--- src/rtl/spi_fsm.sv ---
// Transaction sequencer for the SPI memory slave: address/RW capture, read-out and write-in
// sequencing, with registered Moore enables and the state code exported for the board LEDs.
module spi_fsm #(
  parameter int unsigned WIDTH   = 8,
  parameter int unsigned CNT_W   = 4,
  parameter int unsigned MEM_LAT = 1
) (
  input  logic       clk,
  input  logic       reset,
  input  logic       cs,
  input  logic       sclk_posedge,
  input  logic       sclk_negedge,
  input  logic       rw_bit,
  output logic       addr_we,
  output logic       sr_we,
  output logic       dm_we,
  output logic       miso_en,
  output logic [3:0] state
);

  localparam int unsigned DLY_W = 2;

  typedef enum logic [3:0] {
    StIdle       = 4'd0,
    StGetAddr    = 4'd1,
    StGotAddr    = 4'd2,
    StReadMem    = 4'd3,
    StReadLoad   = 4'd4,
    StReadShift  = 4'd5,
    StWriteShift = 4'd6,
    StWriteMem   = 4'd7,
    StDone       = 4'd8
  } state_t;

  state_t             st_q;
  logic [CNT_W-1:0]   bit_cnt_q;
  logic [DLY_W-1:0]   dly_cnt_q;
  logic               cnt_full;

  // The counter only advances while below WIDTH, so it saturates and never wraps.
  assign cnt_full = (bit_cnt_q == CNT_W'(WIDTH));
  assign state    = st_q;

  // Enables are loaded alongside the state they belong to, so each one is a pure
  // decode of the registered state and comes straight out of a flop.
  always_ff @(posedge clk or posedge reset) begin
    if (reset) begin
      st_q      <= StIdle;
      bit_cnt_q <= '0;
      dly_cnt_q <= '0;
      addr_we   <= 1'b0;
      sr_we     <= 1'b0;
      dm_we     <= 1'b0;
      miso_en   <= 1'b0;
    end else begin
      addr_we <= 1'b0;
      sr_we   <= 1'b0;
      dm_we   <= 1'b0;
      miso_en <= 1'b0;
      if (cs && st_q != StIdle) begin
        // Abort: cs wins over any coincident edge strobe.
        st_q      <= StIdle;
        bit_cnt_q <= '0;
        dly_cnt_q <= '0;
      end else begin
        case (st_q)
          StIdle: begin
            bit_cnt_q <= '0;
            if (!cs) st_q <= StGetAddr;
          end
          StGetAddr: begin
            if (cnt_full) begin
              st_q      <= StGotAddr;
              bit_cnt_q <= '0;
              addr_we   <= 1'b1;
            end else if (sclk_posedge) begin
              bit_cnt_q <= bit_cnt_q + CNT_W'(1);
            end
          end
          StGotAddr: begin
            if (rw_bit) begin
              st_q      <= StReadMem;
              dly_cnt_q <= DLY_W'(MEM_LAT);
            end else begin
              st_q <= StWriteShift;
            end
          end
          StReadMem: begin
            if (dly_cnt_q <= DLY_W'(1)) begin
              st_q      <= StReadLoad;
              dly_cnt_q <= '0;
              sr_we     <= 1'b1;
            end else begin
              dly_cnt_q <= dly_cnt_q - DLY_W'(1);
            end
          end
          StReadLoad: begin
            st_q    <= StReadShift;
            miso_en <= 1'b1;
          end
          StReadShift: begin
            if (cnt_full) begin
              st_q      <= StDone;
              bit_cnt_q <= '0;
            end else begin
              miso_en <= 1'b1;
              if (sclk_negedge) bit_cnt_q <= bit_cnt_q + CNT_W'(1);
            end
          end
          StWriteShift: begin
            if (cnt_full) begin
              st_q      <= StWriteMem;
              bit_cnt_q <= '0;
              dm_we     <= 1'b1;
            end else if (sclk_posedge) begin
              bit_cnt_q <= bit_cnt_q + CNT_W'(1);
            end
          end
          StWriteMem: st_q <= StDone;
          StDone:     st_q <= StDone;
          default: begin
            st_q      <= StIdle;
            bit_cnt_q <= '0;
            dly_cnt_q <= '0;
          end
        endcase
      end
    end
  end

endmodule
--- config.mk ---
export PLATFORM = sky130hd
export DESIGN_NAME = spi_fsm
export DESIGN_NICKNAME = d
export VERILOG_FILES = /design/src/rtl/spi_fsm.sv
export SDC_FILE = /design/constraint.sdc
export NUM_CORES = 1
export LEC_CHECK = 0
export ABC_CLOCK_PERIOD_IN_PS = 2000
export BUFFER_PORTS_ARGS = -buffer_cell sky130_fd_sc_hd__buf_2
export CORE_MARGIN = 1
export CORE_UTILIZATION = 30
export DETAILED_ROUTE_END_ITERATION = 10
export MAX_ROUTING_LAYER = met4
export PLACE_DENSITY = 0.53
export REMOVE_ABC_BUFFERS = 1
export SLEW_MARGIN = 10
export SYNTH_ARGS = -nofsm -noshare
export SYNTH_HDL_FRONTEND = slang
export SYNTH_SLANG_ARGS = --single-unit
--- constraint.sdc ---
create_clock -name clk -period 2 [get_ports clk]
set_input_delay 0.3 -clock clk [delete_from_list [all_inputs] [get_ports clk]]
set_output_delay 0.3 -clock clk [all_outputs]
set_load 0.05 [all_outputs]
==> impl_metrics.env <==
export IMPL_powerDensity_nw_per_um2=892
export IMPL_cp_required_ps=2210
export IMPL_antenna_left=0
export IMPL_r2r_end="bit_cnt_q[3]$_DFFE_PP0P_"
export IMPL_cts_root_buffer="clkbuf_4"
export IMPL_n_antenna_cell=0
export IMPL_num_vias=760
export IMPL_path_max_fanout=5
export IMPL_die_h_um=56.0
export IMPL_relSlewSlack_pct=62.1
export IMPL_grt_pass1_vias=765
export IMPL_worstMarginPinSlew_ps=568
export IMPL_cp_arrival_ps=2070
export IMPL_synth_distinct_cells=40
export IMPL_status="finished, final reports clean"
export IMPL_grt_total_usage_pct=14.8
export IMPL_endpoint="bit_cnt_q[3]$_DFFE_PP0P_"
export IMPL_fin_crit_sh_pct=93.1
export IMPL_dp_final_hpwl_um=1470
export IMPL_gr_total_overflow=0
export IMPL_antenna_found_initial=0
export IMPL_core_area_um2=2760
export IMPL_die_area_um2=3140
export IMPL_max_cap_violations=0
export IMPL_finalCriticalPeriod_ps=1860
export IMPL_fin_nets=121
export IMPL_htree_num_levels=1
export IMPL_fillCellCount=274
export IMPL_crit_start="bit_cnt_q[0]$_DFFE_PP0P_"
export IMPL_p_leak_uw=0.000486
export IMPL_drt_total_wl_um=2020
export IMPL_ys_ff_latch=14
export IMPL_clkSinkCount=14
export IMPL_tritoncts="built"
export IMPL_fmax_mhz=537
export IMPL_ioPinCount=14
export IMPL_drt_iter0_drc=13
export IMPL_post_drt_wl_per_cell_um=14.1
export IMPL_yosysWarnings=0
export IMPL_dieWidth_um=56.0
export IMPL_fin_hold_ws_ps=48.9
export IMPL_ir_drop_uv=603
export IMPL_end_kind="flip-flop"
export IMPL_cp_start_kind="flip-flop"
export IMPL_numCtsBuffers=3
export IMPL_hold_path_class="in -> async"
export IMPL_hold_viol=0
export IMPL_slew_violations=0
export IMPL_path_class="reg -> reg"
export IMPL_clock_latency_ps=290
export IMPL_drive_gt1_share_pct=33.0
export IMPL_ctsLongestPathBuffers=2
export IMPL_grt_pass1_wl_um=3510
export IMPL_io_buffers=13
export IMPL_r2r_slack_ps=140
export IMPL_vias_per_cell=5.31
export IMPL_initial_core_util_pct=31.8
export IMPL_synth_area_top_cells="dfrtp_1, a21oi_1, ha_1, o21ai_0, nor4b_4"
export IMPL_area_growth_pct=21.4
export IMPL_clock_skew_ps=4.73
export IMPL_avgSynthCellArea_um2=9.73
export IMPL_rsz0062_at_grt="no"
export IMPL_finalNonFillerCells=143
export IMPL_dr_pass1_iters=4
export IMPL_syn_inst=90
export IMPL_finalSetupViolCount=0
export IMPL_r2r_start="bit_cnt_q[0]$_DFFE_PP0P_"
export IMPL_final_cell_mix="dfrtp_1, buf_2, buf_4"
export IMPL_drc_errors=0
export IMPL_postCtsHoldBufs=0
export IMPL_grt_max_degree=15
export IMPL_netlist_area_um2=876
export IMPL_place_gp_congestion=0.779
export IMPL_yosysTopAreaCellShare_pct=40.0
export IMPL_dpl_cell_count=137
export IMPL_ff2ff_path_depth=7
export IMPL_row_count=19
export IMPL_clkTransAtPathRegs_ps=100
export IMPL_synth_top_cell_by_area="dfrtp_1"
export IMPL_ys_seq_area_share_pct=40.0
## worst min path at each step
| stage | start | end | slack (ps) | cells after the start |
|---|---|---|---|---|
| final | reset | dm_we$_DFF_PP0_ | 50 | 2 |
| after global routing | reset | addr_we$_DFF_PP0_ | 110 | 2 |
| after CTS | reset | sr_we$_DFF_PP0_ | 70 | 2 |
| after detailed placement | reset | sr_we$_DFF_PP0_ | 390 | 2 |
| after global placement | reset | sr_we$_DFF_PP0_ | 380 | 2 |
| after floorplan | reset | addr_we$_DFF_PP0_ | 190 | 1 |
## timing repair
action / 4_1_cts / 5_1_grt
gates resized for setup: 0 / 1
endpoints found under the setup margin: 0 / 3
setup buffers: 0 / 2
## logic make-up (layout without fill, tap and decap cells)
kind of cell,Yosys count,count (layout),synth area share [%]
flops,14,14,40.0
compound gates,27,27,23.6
simple gates,35,35,27.3
fa+ha+maj,2,2,2.86
buf+inv,12,34,6.29
## routing by layer
layer  routed length [um]  share of wire, %  global-route usage [%]
met1                  990                49                    19.5
met2                  936                46                    22.8
met3                   59               2.9                    2.33
met4                   28               1.4                    6.27
met5                    0                 0                       -
## per-stage QoR
step / instance area [um^2] / power (uW) / setup WS [ps] / setup TNS (ps) / utilization [%]
floorplan: 847 / 593 / -213 / -570 / -
global placement: 1010 / 714 / 137 / 0 / 36.7
detailed placement: 1010 / 716 / 106 / 0 / 36.7
CTS: 1050 / 935 / 74.7 / 0 / 38.0
global route: 1060 / 1000 / 52.3 / 0 / 38.6
finish: 1060 / 948 / 138 / 0 / 38.6
## worst max-delay path, cell delays in order (launching register included)
cell      delay, ps
dfrtp_1         440
inv_1            80
ha_1            180
nand3b_1        140
o311ai_2        120
a41oi_2         180
or4_4           470
o31ai_4         170
## sequential cells by signal (all words and copies together), names as in the netlist
signal     cells
bit_cnt_q      4
addr_we        1
dm_we          1
dly_cnt_q      2
miso_en        1
sr_we          1
state          4
## area by class of cell
class                           instances  area, um^2  area share, %
Inverter                                7        26.3           2.47
Sequential cell                        14         352           33.1
Tap cell                               31        38.8           3.65
Multi-Input combinational cell         64         470           44.2
Timing Repair Buffer                   23         140           13.2
Clock buffer                            4        36.3           3.41
## Yosys cell counts
library cell   n
or4_4          1
nor3_1         4
nand3_1        2
buf_6          1
and3b_1        1
nor4b_4        1
nor4b_1        1
buf_2          2
dfrtp_1       14
clkbuf_1       2
a2111oi_0      1
or4b_2         1
o21ai_1        2
a211oi_1       1
inv_2          1
and4bb_2       1
nand4b_1       1
a21oi_1        6
or2_2          1
nand2_1        5
nor2_1         5
o211ai_1       2
nor3b_1        1
nor4_1         2
o41a_1         1
o22ai_1        1
a41oi_2        1
a21o_1         3
o31ai_4        1
ha_1           2
o2111ai_1      1
o21bai_1       1
o21ai_0        5
inv_1          6
o311ai_2       1
nor2b_1        2
nand3b_1       1
nand2b_1       1
nor4bb_1       2
or4_1          2
## where the power goes
part	internal, uW	switching [uW]	leakage, uW
combinational	181	201	0.000274
sequential	307	42.3	0.000191
clock	111	107	0.0000210
No activity file was read; power rests on OpenSTA's default activity.
